[config.mk]
export PLATFORM = sky130hd
export DESIGN_NAME = instr_issue_scheduler_flat
export DESIGN_NICKNAME = d
export VERILOG_FILES = /design/src/rtl/instr_issue_scheduler_pkg.sv /design/src/rtl/instr_issue_scheduler_if.sv /design/src/rtl/instr_issue_scheduler_fifo.sv /design/src/rtl/instr_issue_scheduler.sv /design/src/flat_wrapper.sv
export SDC_FILE = /design/constraint.sdc
export NUM_CORES = 1
export LEC_CHECK = 0
export CAP_MARGIN = 20
export CELL_PAD_IN_SITES_DETAIL_PLACEMENT = 0
export CELL_PAD_IN_SITES_GLOBAL_PLACEMENT = 1
export CORE_AREA = 2 2 225 227
export DETAILED_ROUTE_END_ITERATION = 16
export DIE_AREA = 0 0 227 229
export PLACE_DENSITY = 0.8
export SLEW_MARGIN = 20
export SYNTH_ARGS = -nofsm -noshare
export SYNTH_HDL_FRONTEND = slang
export SYNTH_SLANG_ARGS = --single-unit
[constraint.sdc]
create_clock -name clk -period 7 [get_ports clk]
set_input_delay 1.4 -clock clk [delete_from_list [all_inputs] [get_ports clk]]
set_output_delay 1.4 -clock clk [all_outputs]
set_load 0.005 [all_outputs]
[src/rtl/instr_issue_scheduler_pkg.sv]
// sched_pkg: opcodes, instruction layout and FSM states shared by the issue scheduler.
package sched_pkg;
  localparam logic [4:0] OP_NONE      = 5'b00000;
  localparam logic [4:0] OP_MAC       = 5'b00001;
  localparam logic [4:0] OP_SEND_WT   = 5'b00010;
  localparam logic [4:0] OP_STORE_OUT = 5'b00011;
  localparam logic [4:0] OP_RECV_INP  = 5'b00100;
  localparam logic [4:0] OP_RECV_WT   = 5'b00101;
  localparam logic [4:0] OP_TX_OUT    = 5'b00110;
  localparam logic [4:0] OP_ACC_RST   = 5'b00111;
  localparam logic [4:0] OP_NOP       = 5'b11111;
  localparam logic [63:0] NOP_WORD = 64'h1F;
  typedef struct packed {
    logic [10:0] rsvd;
    logic [31:0] data;
    logic [15:0] addr;
    logic [4:0]  op;
  } instr_t;
  typedef enum logic [1:0] {IDLE, STREAM, DRAIN} state_t;
  function automatic logic is_stream(input logic [4:0] op);
    return op == OP_MAC || op == OP_SEND_WT;
  endfunction
endpackage

[src/rtl/instr_issue_scheduler_if.sv]
// instr_issue_scheduler_if: host push channel and issue-side status of the scheduler.
interface instr_issue_scheduler_if #(parameter int FIFO_DEPTH = 8);
  logic [63:0] host_instr;
  logic host_valid;
  logic host_ready;
  logic [63:0] issue_instr;
  logic busy;
  logic [$clog2(FIFO_DEPTH):0] fifo_count;
  logic [15:0] issued_cnt;
  modport master(output host_instr, host_valid, input host_ready, issue_instr, busy, fifo_count, issued_cnt);
  modport slave(input host_instr, host_valid, output host_ready, issue_instr, busy, fifo_count, issued_cnt);
endinterface

[src/rtl/instr_issue_scheduler_fifo.sv]
// instr_fifo: synchronous FIFO with occupancy count; writes when full and reads when empty are ignored.
module instr_fifo #(
  parameter int W = 64,
  parameter int DEPTH = 8
) (
  input  logic clk,
  input  logic rst,
  input  logic wr_en,
  input  logic [W-1:0] din,
  input  logic rd_en,
  output logic [W-1:0] dout,
  output logic full,
  output logic empty,
  output logic [$clog2(DEPTH):0] count
);
  localparam int AW = $clog2(DEPTH);
  logic [W-1:0] mem [DEPTH];
  logic [AW-1:0] wr_q, wr_d, rd_q, rd_d;
  logic [AW:0] cnt_q, cnt_d;
  logic push, pop;
  always_comb begin
    push = wr_en && !full;
    pop = rd_en && !empty;
    wr_d = push ? wr_q + AW'(1) : wr_q;
    rd_d = pop ? rd_q + AW'(1) : rd_q;
    cnt_d = cnt_q + (AW+1)'(push) - (AW+1)'(pop);
  end
  always_ff @(posedge clk) begin
    if (rst) begin
      wr_q <= '0;
      rd_q <= '0;
      cnt_q <= '0;
    end else begin
      wr_q <= wr_d;
      rd_q <= rd_d;
      cnt_q <= cnt_d;
    end
  end
  always_ff @(posedge clk) begin
    if (push) mem[wr_q] <= din;
  end
  assign dout = mem[rd_q];
  assign full = cnt_q == (AW+1)'(DEPTH);
  assign empty = cnt_q == '0;
  assign count = cnt_q;
endmodule

[src/rtl/instr_issue_scheduler.sv]
// instr_issue_scheduler: buffers host instructions and issues one per cycle,
// padding MAC / send-weights streams (and MAC accumulator drain) with NOP words.
module instr_issue_scheduler
  import sched_pkg::*;
#(
  parameter int FIFO_DEPTH = 8,
  parameter int STREAM_LEN = 16,
  parameter int DRAIN_LEN = 4
) (
  input logic clk,
  input logic rst,
  instr_issue_scheduler_if.slave bus
);
  localparam int CMAX = STREAM_LEN > DRAIN_LEN ? STREAM_LEN : DRAIN_LEN;
  localparam int CW = CMAX > 1 ? $clog2(CMAX) : 1;
  logic full, empty, push, pop;
  logic [63:0] fifo_dout;
  instr_t head;
  state_t state_q, state_d;
  logic [CW-1:0] cnt_q, cnt_d;
  logic mac_q, mac_d;
  logic [63:0] issue_q, issue_d;
  logic [15:0] issued_q, issued_d;
  assign head = instr_t'(fifo_dout);
  assign bus.host_ready = !full && !rst;
  assign push = bus.host_valid && bus.host_ready && bus.host_instr[4:0] != OP_NONE;
  instr_fifo #(.W(64), .DEPTH(FIFO_DEPTH)) u_fifo (
    .clk(clk),
    .rst(rst),
    .wr_en(push),
    .din(bus.host_instr),
    .rd_en(pop),
    .dout(fifo_dout),
    .full(full),
    .empty(empty),
    .count(bus.fifo_count)
  );
  always_comb begin
    state_d = state_q;
    cnt_d = cnt_q;
    mac_d = mac_q;
    issue_d = NOP_WORD;
    issued_d = issued_q;
    pop = 1'b0;
    case (state_q)
      IDLE: begin
        pop = !empty;
        issue_d = empty ? '0 : fifo_dout;
        issued_d = issued_q + 16'(pop);
        if (pop && is_stream(head.op)) begin
          state_d = STREAM;
          cnt_d = CW'(STREAM_LEN - 1);
          mac_d = head.op == OP_MAC;
        end
      end
      STREAM: begin
        cnt_d = cnt_q - CW'(1);
        if (cnt_q == '0) begin
          state_d = mac_q ? DRAIN : IDLE;
          cnt_d = CW'(DRAIN_LEN - 1);
        end
      end
      DRAIN: begin
        cnt_d = cnt_q - CW'(1);
        if (cnt_q == '0) state_d = IDLE;
      end
      default: state_d = IDLE;
    endcase
  end
  always_ff @(posedge clk) begin
    if (rst) begin
      state_q <= IDLE;
      cnt_q <= '0;
      mac_q <= 1'b0;
      issue_q <= '0;
      issued_q <= '0;
    end else begin
      state_q <= state_d;
      cnt_q <= cnt_d;
      mac_q <= mac_d;
      issue_q <= issue_d;
      issued_q <= issued_d;
    end
  end
  assign bus.issue_instr = issue_q;
  assign bus.busy = state_q != IDLE;
  assign bus.issued_cnt = issued_q;
endmodule

[src/flat_wrapper.sv]
// flat-port wrapper written by rule: the top's interface ports become plain ports
module instr_issue_scheduler_flat import sched_pkg::*;
#(
  parameter int FIFO_DEPTH = 8,
  parameter int STREAM_LEN = 16,
  parameter int DRAIN_LEN = 4
)
  (clk, rst, bus_host_instr, bus_host_valid, bus_host_ready, bus_issue_instr, bus_busy, bus_fifo_count, bus_issued_cnt);
  instr_issue_scheduler_if #(.FIFO_DEPTH(FIFO_DEPTH)) bus_i ();
  input logic clk;
  input logic rst;
  input wire logic [$bits(bus_i.host_instr)-1:0] bus_host_instr;
  input wire logic [$bits(bus_i.host_valid)-1:0] bus_host_valid;
  output wire logic [$bits(bus_i.host_ready)-1:0] bus_host_ready;
  output wire logic [$bits(bus_i.issue_instr)-1:0] bus_issue_instr;
  output wire logic [$bits(bus_i.busy)-1:0] bus_busy;
  output wire logic [$bits(bus_i.fifo_count)-1:0] bus_fifo_count;
  output wire logic [$bits(bus_i.issued_cnt)-1:0] bus_issued_cnt;
  assign bus_i.host_instr = bus_host_instr;
  assign bus_i.host_valid = bus_host_valid;
  assign bus_host_ready = bus_i.host_ready;
  assign bus_issue_instr = bus_i.issue_instr;
  assign bus_busy = bus_i.busy;
  assign bus_fifo_count = bus_i.fifo_count;
  assign bus_issued_cnt = bus_i.issued_cnt;
  instr_issue_scheduler #(.FIFO_DEPTH(FIFO_DEPTH), .STREAM_LEN(STREAM_LEN), .DRAIN_LEN(DRAIN_LEN)) u_core (.clk(clk), .rst(rst), .bus(bus_i));
endmodule
---- After elaboration in Yosys (flattened, before gate mapping) ----
Memories as Yosys holds them, arrays and structs flattened. A register that Yosys moved wholly into a read port is not among the register bits.
Index checks and enable logic that the tools add are counted.
storage, ports and cells
  flip-flop bits (word level) ............. 97
  RAM bits ................................ 512
  input bits .............................. 67
  logic and storage cells ................. 60
  memories ................................ 1
cells by class
  add/sub/neg operators ................... 6
  equal/unequal tests ..................... 8
  mux-type cells .......................... 15
  bitwise gates (word level) .............. 1
  reductions and logical operators ........ 20
memories
  memory             depth  width  rd ports  clocked after memory_dff  write ports  line                              RTL
  u_core.u_fifo.mem  8      64     1         1                         1            instr_issue_scheduler_fifo.sv:17  logic [W-1:0] mem [DEPTH];
operators with widths
  cell                                                  number
  adder 16 x 1 -> 16 bit                                1
  case mux 4 bit (3 select lines)                       1
  2-to-1 mux 5 bit                                      2
  zero test 4 bit                                       2
  2-to-1 mux 2 bit                                      4
  2-to-1 mux 4 bit                                      2
  adder 3 x 1 -> 3 bit (second input constant)          2
  logical AND 1 bit                                     6
  2-to-1 mux 3 bit                                      2
  != test 2 x 1 -> 1 bit (second input constant)        3
  case mux 2 bit (3 select lines)                       1
  equality test 5 x 1 -> 1 bit (second input constant)  1
  equality test 5 x 2 -> 1 bit (second input constant)  1
  nonzero test 5 bit                                    1
  adder 4 x 1 -> 4 bit                                  1
  equality test 4 bit (second input constant)           1
  AND reduction 2 bit                                   2
  subtractor 4 x 1 -> 4 bit                             1
  subtractor 4 x 1 -> 4 bit (second input constant)     1
  zero test 1 bit                                       3
  2-to-1 mux 1 bit                                      3
  AND reduction 3 bit                                   1
  nonzero test 3 bit                                    1
  OR reduction 3 bit                                    1
  6 further kinds                                       6

---- Logic depth before layout (Yosys ltp) ----
Gate-level depths: netlist (run 1).
  depth after elaboration ................. 8
  depth in mapped cells ................... 12
  gate-level depth less buffers ........... 12

---- Cells and area by module ----
A second synthesis (run 1) with hierarchy kept.
second synthesis, totals
  cell total of the unflattened synthesis .. 1,112
  area total of the unflattened synthesis .. 22,929.5 µm²
by module, submodules not included
  module                 times used  cells an instance  area each (µm²)  seq. area each (µm²)
  instr_fifo             1           818                19,891.6         15,635.0
  instr_issue_scheduler  1           294                3,037.9          1,741.7

---- Worst setup path after synthesis (run 1) ----
No wires, ideal clock.
  path type ............................... input to register
  start point ............................. in rst
  end point ............................... mem u_core.u_fifo.mem[0][0], enable pin
  setup time .............................. 0.565 ns
  data arrival time ....................... 6.314 ns
  setup slack ............................. 0.122 ns
  stages on the path ...................... 4
  buffers on the path ..................... 0
  path through ............................ a21oi_1 > o211a_1 > nand2b_1 > nor3_1
between the ends
  word-level cells in the longest chain between the ends .. 7
RTL lines
  item                                    line                              RTL
  from (decl)                             flat_wrapper.sv:11                input logic rst;
  zero test 1 bit                         instr_issue_scheduler.sv:25       assign bus.host_ready = !full && !rst;
  logical AND 1 bit                       instr_issue_scheduler.sv:25
  logical AND 1 bit (2 in series)         instr_issue_scheduler.sv:26       assign push = bus.host_valid && bus.host_ready && bus.host_instr[4:0] != OP_NONE;
  logical AND 1 bit                       instr_issue_scheduler_fifo.sv:22  push = wr_en && !full;
  2-to-1 mux 1 bit                        instr_issue_scheduler_fifo.sv:40  if (push) mem[wr_q] <= din;
  2-to-1 mux 1 bit (implied by the code)  instr_issue_scheduler_fifo.sv:40
  to (decl)                               instr_issue_scheduler_fifo.sv:17
No other way between the ends.

---- Worst setup path in the final report (run 1) ----
  start point ............................. in rst
  end point ............................... out bus_host_ready
between the ends
  word-level cells in the longest chain between the ends .. 2
RTL lines
  item               line                         RTL
  zero test 1 bit    instr_issue_scheduler.sv:25
  logical AND 1 bit  instr_issue_scheduler.sv:25
  to (decl)          flat_wrapper.sv:14           output wire logic [$bits(bus_i.host_ready)-1:0] bus_host_ready;
No other way between the ends.

==> results of run 1 <==
## cells by family (layout without fill, tap and decap cells)
kind of cell | after synthesis | after routing | share of synthesized area (%)
AO/OA/AOI/OAI | 26 | 26 | 0.749
XOR/XNOR | 21 | 21 | 0.849
adder cells (fa/ha/maj) | 18 | 18 | 1.03
buffers and inverters | 64 | 292 | 1.23
flip-flops | 612 | 612 | 77.1
multiplexers | 197 | 197 | 16.1
other | 0 | 1 | 0
AND/OR/NAND/NOR | 154 | 154 | 2.97
## worst reg2reg max path, stage by stage (launching register included)
cell	delay [ps]
dfxtp_4	940
buf_4	980
mux2i_4	420
xor2_2	120
a31oi_2	390
mux2i_1	230
nor2_1	50
## flip-flops by register name, indices dropped and copies added (netlist names), named ones only
name,count
u_core.bus.issue_instr,64
u_core.bus.issued_cnt,16
u_core.cnt_q,4
u_core.mac_q,1
u_core.state_q,2
u_core.u_fifo.count,4
u_core.u_fifo.mem,512
u_core.u_fifo.rd_q,3
u_core.u_fifo.wr_q,3
## layout by cell type, fill, tap and decap left out, drive strengths merged, types with 8 or more instances in the layout
master and n:
a21oi 12, buf 17, clkbuf 88, clkdlybuf4s50 152, clkinv 9, dfxtp 100, edfxtp 512, ha 17
inv 19, mux2i 65, mux4 128, nand2 15, nand3 8, nor2 104, xor2 15
## how the worst max path moves through the flow
stage	startpoint	to	cells past startpoint
after floorplan	rst	u_core.u_fifo.mem[0][0]	4
after global placement	rst	u_core.u_fifo.mem[7][58]	7
after detailed placement	rst	u_core.u_fifo.mem[7][58]	7
after CTS	rst	bus_host_ready	4
after global routing	rst	bus_host_ready	4
final	rst	bus_host_ready	4
## power breakdown
part	leakage (nW)	total [W]	switching (W)	internal (W)
Combinational	2.13	0.00201	0.000900	0.00111
Clock	0.924	0.00310	0.00127	0.00183
Sequential	5.45	0.00444	0.000234	0.00421
## area by class of cell
class	count	area, µm²
Fill cell	3772	22800
Tap cell	672	841
Sequential cell	612	17400
Timing Repair Buffer	169	1700
Clock inverter	19	254
Multi-Input combinational cell	416	4940
Inverter	16	60.1
Clock buffer	88	1640
Antenna cell	1	2.50
## layer usage
metal / GRT usage (%) / routed length [µm]
met5: 0 / 27
met2: 28.8 / 21800
met4: 5.51 / 1020
met3: 2.99 / 1990
met1: 23.2 / 18700
## through the flow
stage                     setup slack (ps)  hold slack, ps  total power, W
after floorplan                        122             454         0.00578
after global placement                2390             466         0.00655
after detailed placement              2350             479         0.00657
after CTS                             2640             489         0.00968
after global routing                  2590             503         0.00997
final                                 2670             489         0.00955
==> run metrics, run 1 <==
status=finished clean; CTS tree=yes; WL/cell=roughly 22 µm; Hold Vio Cnt, Final=0; delay of the slowest cell on the worst path=around 570 ps; Peak VDD IR=roughly 0.21 mV; H-tree Lvls=2; critical path class=primary input to output port; vias in the first global route=~11000; Area growth syn-to-layout=19.0%; first-pass GRT wire length=around 67 mm; final setup fails=0; initial core utilization=roughly 45%; Cells after Synth=between 1000 and 1500; area post-placement=24900 µm²; Hold Crit Class=register to register; Synth Warn #=0; Starting DRT DRC Count=about 960; pin count of the biggest net entering global routing=83; CP max-delay cell=clkdlybuf4s50_1; Hold Path Stages=2; most common cell in the synthesized netlist=edfxtp_1; DR pass1 iterations=6; ys flop type=edfxtp_1; min-delay src=u_core.u_fifo.rd_q[1]; WP data required=around 5600 ps; ys async rst share=0%; CTS Root Cell=clkbuf_16; Synth area leaders=edfxtp_1, mux4_2, dfxtp_1; startpoint type of the worst setup path=primary input; Leak=about 8.5 nW; final net count=~1400; die area=~52000 µm²; max_cap viols=0; period utilization=slightly above 60%; Detailed Place HPWL=about 25 mm; Least-Margin Pin Slew=~1000 ps; syn nets=between 1000 and 1500; Top delay family on crit path=buffers and inverters; Max Freq=roughly 0.23 GHz; Worst setup EP type=output port; total routed wirelength=43.6 mm; Sink Count=around 600; final critical-path required period=roughly 4300 ps; RSZ-0062 raised after global routing=no; placer congestion estimate=around 0.74; worst path bufs/invs=3; crit path cell chain=clkdlybuf4s50_1 -> buf_4 -> a21oi_1 -> clkdlybuf4s50_1; R2R setup slack=approximately 3700 ps; DRC=0; post-route cell area=between 20000 and 30000 µm²; CP max FO=42; Post-CTS Setup Inserts=0; cts hold-fix bufs=0; synthesized area per cell=roughly 21 µm²; Vias/cell=between 5 and 6; Gates resized, CTS repair=0; Fin Clk Skew=approximately 19 ps; Max Root-Sink Buffers=3; post-synthesis cell type count=45; Synth top cells by count=edfxtp_1, mux4_2, nor2_1; top cell type's share of synthesized area=68.2%; Post-synth EDFFs=slightly above 500; #FFs+latches synth=around 610; Post-Syn Area=22500 µm²; initial antenna violation count=3; Data arrival, critical path=a little under 3000 ps; Layout Utilization=between 50% and 60%; Row Count=between 80 and 90; power density cells=356 nW/µm²; Reg2Reg Depth=6; core area=49700 µm²; Pins Over Slew Limit=0; antenna-violating nets left=0; Yosys top cell by area=edfxtp_1; routed vias=roughly 11000; final setup TNS=0 ps; reg-to-reg endpoint=u_core.cnt_q[3]; Clock transition at path regs=around 60 ps; Die Y-Extent=between 200 and 250 µm; GRT Util Overall=~17%; Worst slew margin=31.1%; Post-Place Cells=approximately 1900; Clk Latency, worst-skew pair=approximately 600 ps; Non-Filler Instances=1993; total CTS buffers=57; Die X=227 µm; grt total ovfl=0; layout cells sized above 1=a little under a fifth; Port Buffers=about 150; CP most frequent cell=clkdlybuf4s50_1; IO Count=~150; register area share after synthesis=approximately 77%
Power figures use the tool's default switching activity.
==> inputs of run 2 (changes only) <==
Clock period 7 ns to 3.5 ns, I/O delays scaled along.
==> run 2 against run 1 <==
  * Critical path type is now register to output port
  * Highest routed layer is now met4
  * Largest cell class unchanged
  * Cell count rose by 1.3%
  * Die area did not move
  * Power rose by 110%
==> run metrics, run 2 (synthesized netlist as in run 1, its figures left out) <==
antenna-violating nets left=0; post-route cell area=27200 µm²; RSZ-0062 raised after global routing=no; Hold Vio Cnt, Final=0; logic gate share of total power=21.5%; Biggest register=u_core.u_fifo.mem; Least-Margin Pin Slew=around 1000 ps; final setup fails=0; P_int=about 0.015 W; Sink Count=approximately 600; Starting DRT DRC Count=between 700 and 800; commonest non-fill, non-tap cell in the layout=edfxtp_1; Peak VDD IR=0.383 mV; Largest register FFs=512; Post-Place Cells=1905; DRC=0; Sw Ratio=around a quarter; initial antenna violation count=1; critical path class=register to output port; grt total ovfl=0; first-pass GRT wire length=between 60 and 70 mm; final net count=about 1400; CTS tree=yes; area post-placement=25200 µm²; Port Buffers=between 150 and 200; Layout Utilization=between 50 and 60%; initial core utilization=approximately 45%; total routed wirelength=around 45 mm; most frequent cells in the layout=edfxtp_1, clkdlybuf4s50_1, mux4_2; Detailed Place HPWL=around 26 mm; cts hold-fix bufs=0; CTS Root Cell=clkbuf_16; Clk pwr share=about a third; Vias/cell=5.26; Max Root-Sink Buffers=3; Die X=about 230 µm; placer congestion estimate=about 0.72; Worst slew margin=a little under a third; Area growth syn-to-layout=20.8%; die area=approximately 52000 µm²; Reg power frac=about 45%; Row Count=82; GRT Util Overall=17.6%; DR pass1 iterations=5; H-tree Lvls=2; layout cells sized above 1=between 20 and 25%; startpoint type of the worst setup path=register; CP max FO=13; Clk Latency, worst-skew pair=slightly above 600 ps; final critical-path required period=2820 ps; IO Count=~150; Fin Clk Skew=21.0 ps; status=finished clean; WL/cell=between 20 and 25 µm; Gates resized, CTS repair=0; Non-Filler Instances=just over 2000; pre-CTS setup slack=just under 100 ps; vias in the first global route=between 10000 and 15000; Leak=between 8 and 9 nW; Clock transition at path regs=approximately 60 ps; Hold Crit Class=register to register; max_cap viols=0; total CTS buffers=between 50 and 60; core area=between 40000 and 50000 µm²; Data arrival, critical path=between 2000 and 2500 ps; net load switching power=~0.0050 W; period utilization=roughly four fifths; Final WS setup=roughly 680 ps; WP data required=~2800 ps; Worst setup EP type=output port; power density cells=~720 nW/µm²; Post-CTS Setup Inserts=0; Max Freq=approximately 0.35 GHz; Pins Over Slew Limit=0; pin count of the biggest net entering global routing=51; routed vias=about 11000; Die Y-Extent=~230 µm
## run 2: worst max-delay path, stage by stage (launching register included)
cell and delay [ps]:
dfxtp_1 380, inv_1 100, ha_1 200, buf_4 180, inv_1 120, clkdlybuf4s50_1 530
## run 2: per-layer routing
layer	up-vias	wire [µm]	track usage [%]
li1	4755	-	-
met1	5545	18700	22.9
met2	252	22800	30.4
met3	54	2270	3.40
met4	0	829	4.98
met5	-	0	0
## run 2: through the flow
stage | power, W | setup TNS, ps | hold slack, ps
6_report | 0.0196 | 0 | 478
5_1_grt | 0.0205 | 0 | 505
4_1_cts | 0.0199 | 0 | 481
3_5_place_dp | 0.0132 | 0 | 464
3_3_place_gp | 0.0132 | 0 | 461
2_1_floorplan | 0.0116 | -458980 | 454
## run 2: cell type report
cell class	count	area (µm²)
diodes	2	5.00
repair buffers	189	1950
flip-flops and latches	612	17400
inverters	16	60.1
well taps	672	841
clock inverters	40	475
clock buffers	71	1560
multi-input cells	416	4960
fillers	3826	22400
## run 2: power by group through the flow
stage | Combinational, W | Clock, W | Sequential (W)
after floorplan | 0.00280 | 0 | 0.00876
after global placement | 0.00423 | 0 | 0.00893
after detailed placement | 0.00426 | 0 | 0.00894
after CTS | 0.00431 | 0.00675 | 0.00879
after global routing | 0.00460 | 0.00703 | 0.00884
final | 0.00420 | 0.00661 | 0.00877
## run 2: path summary, 6_finish.rpt
kind	depth (start not counted)	endpoint	from	slack, ps
min	2	register	u_core.u_fifo.rd_q[1]	480
max	5	bus_busy	u_core.state_q[0]	680
min reg2reg	2	register	u_core.u_fifo.rd_q[1]	480
max reg2reg	9	u_core.u_fifo.mem[1][1]	u_core.u_fifo.count[2]	740
==> inputs of run 3 (changes only) <==
Clock period 3.5 ns to 2.3 ns, I/O delays scaled along.
==> run 3 against run 2 <==
  * Critical path depth is 5 higher
  * First-iteration DRC count grew 6.3%
  * Critical endpoint is now u_core.u_fifo.count[1]
  * Final area grew 2.2%
  * Count of clock-buffer cells in the layout up 8
  * Wire length shrank 0.59%
  * Sequential share of layout area is 1.4 points lower
  * Global-route usage fell by 0.39 points
  * Sequential power up 51%
==> run metrics, run 3 (synthesized netlist as in run 1, its figures left out) <==
Hold Vio Cnt, Final=0; post-route cell area=around 28000 µm²; Leak=just under 9 nW; H-tree Lvls=2; Starting DRT DRC Count=approximately 830; Die Y-Extent=229 µm; commonest non-fill, non-tap cell in the layout=edfxtp_1; Layout Utilization=56.1%; placer congestion estimate=around 0.73; max_cap viols=0; Data arrival, critical path=~2800 ps; CP max FO=2; layout cells sized above 1=24.4%; min-delay src=bus_host_instr[1]; Peak VDD IR=between 0.7 and 0.8 mV; cts hold-fix bufs=0; power density cells=1070 nW/µm²; delay of the slowest cell on the worst path=between 500 and 600 ps; GRT Util Overall=about 17%; Clock transition at path regs=around 60 ps; CTS tree=yes; Worst slew margin=about 60%; Area growth syn-to-layout=23.5%; initial antenna violation count=8; most frequent cells in the layout=edfxtp_1, clkdlybuf4s50_1, mux4_2; RSZ-0062 raised after global routing=yes; total CTS buffers=59; core area=between 40000 and 50000 µm²; Hold Path Stages=1; Port Buffers=approximately 150; Fin Clk Skew=approximately 14 ps; CP max-delay cell=fa_2; crit path cell chain=clkdlybuf4s50_1 -> or4_4 -> o211a_4 -> inv_2 -> ha_1 -> inv_1 -> ha_2 -> inv_1 -> fa_2 -> nor2_1; pin count of the biggest net entering global routing=73; vias in the first global route=11200; critical path class=primary input to register; first-pass GRT wire length=slightly below 70 mm; Row Count=between 80 and 90; CP most frequent cell=inv_1; area post-placement=25700 µm²; grt total ovfl=0; Sink Count=a little over 600; DRC=0; Vias/cell=5.24; CTS Root Cell=clkbuf_16; R2R setup slack=around 100 ps; fill count=3710; final critical-path required period=between 2000 and 2500 ps; final setup fails=0; routed vias=10800; DR pass1 iterations=5; WL/cell=~22 µm; total routed wirelength=between 40 and 50 mm; Max Root-Sink Buffers=3; status=finished clean; Hold Path Sink=u_core.u_fifo.mem[3][1]; IO Count=between 150 and 200; Worst setup EP type=register; Least-Margin Pin Slew=roughly 620 ps; Pins Over Slew Limit=0; Clk Latency, worst-skew pair=just over 600 ps; Biggest register=u_core.u_fifo.mem; Reg2Reg Depth=9; die area=approximately 52000 µm²; reg-to-reg endpoint=u_core.u_fifo.mem[4][56]; Detailed Place HPWL=26.9 mm; startpoint type of the worst setup path=primary input; WP data required=around 2800 ps; Max Freq=0.443 GHz; period utilization=a little over nine tenths; initial core utilization=a little under half; worst r2r src=u_core.u_fifo.count[2]; antenna-violating nets left=0; Hold Crit Class=primary input to register; Largest register FFs=between 500 and 600; Die X=around 230 µm; final net count=around 1400
==> run 3: cell count changes in the layout (fill, tap and decap cells not counted), moves of 5 or more <==
| cell | delta |
|---|---|
| inv_1 | -5 |
| buf_12 | +23 |
| bufinv_16 | -6 |
| inv_2 | +5 |
| clkdlybuf4s50_1 | -5 |
| clkbuf_8 | +7 |
==> run 3: layer usage <==
metal | GRT usage, % | share of wire, % | vias to the layer above | wire, µm
li1 | - | - | 4825 | -
met2 | 26.9 | 48 | 306 | 21100
met4 | 4.35 | 1.8 | 10 | 783
met3 | 4.45 | 6.3 | 68 | 2790
met1 | 24.4 | 44 | 5548 | 19500
met5 | 0 | 0.17 | - | 74
==> run 3: repair_timing <==
| item | 4_1_cts | 5_1_grt |
|---|---|---|
| buffers inserted | 1 | 3 |
| gates cloned | 0 | 2 |
| resized for setup | 12 | 17 |
| pin swaps | 3 | 0 |
| endpoints found under the setup margin | 5 | 15 |
==> run 3: through the flow <==
step                      setup WS (ps)  hold WS, ps  instances  setup TNS, ps  total power (W)
final                              45.0          166       2051              0           0.0299
after global routing              -17.7          160       2048          -17.7           0.0312
after CTS                          5.24          307       2043              0           0.0301
after detailed placement          -1010          466       1930        -286430           0.0204
after global placement             -993          469       1930        -271380           0.0204
after floorplan                    -725          454       1092        -126770           0.0177
==> run 3: critical path, delay by kind of cell <==
kind,cells,cell delay (ps)
compound gates,1,270
fa+ha+maj,3,910
buf+inv,4,610
simple gates,2,490
==> run 3: report_power, final <==
part	switching, W	internal [W]	leakage, nW	total (W)
Sequential	0.000372	0.0128	5.45	0.0132
Clock	0.00409	0.00550	0.954	0.00959
Combinational	0.00328	0.00381	2.52	0.00710
==> run 3: how the worst max path moves through the flow <==
stage	startpoint	endpoint	slack [ps]	cells past startpoint
after global routing	bus_host_instr[0]	u_core.u_fifo.count[2]	-20	11
after global placement	bus_host_instr[1]	u_core.u_fifo.count[2]	-990	11
final	bus_host_instr[0]	u_core.u_fifo.count[1]	50	10
after detailed placement	bus_host_instr[1]	u_core.u_fifo.count[2]	-1010	11
after CTS	u_core.state_q[0]	bus_busy	5	5
after floorplan	u_core.u_fifo.count[2]	u_core.u_fifo.mem[0][0]	-730	6
==> run 3: area by class of cell <==
type	instances	area, µm²	area share [%]
Tap cell	672	841	3.02
Multi-Input combinational cell	416	5050	18.1
Antenna cell	3	7.51	0.0270
Sequential cell	612	17400	62.5
Clock buffer	79	1640	5.89
Timing Repair Buffer	220	2520	9.06
Clock inverter	33	330	1.19
Inverter	16	60.1	0.216
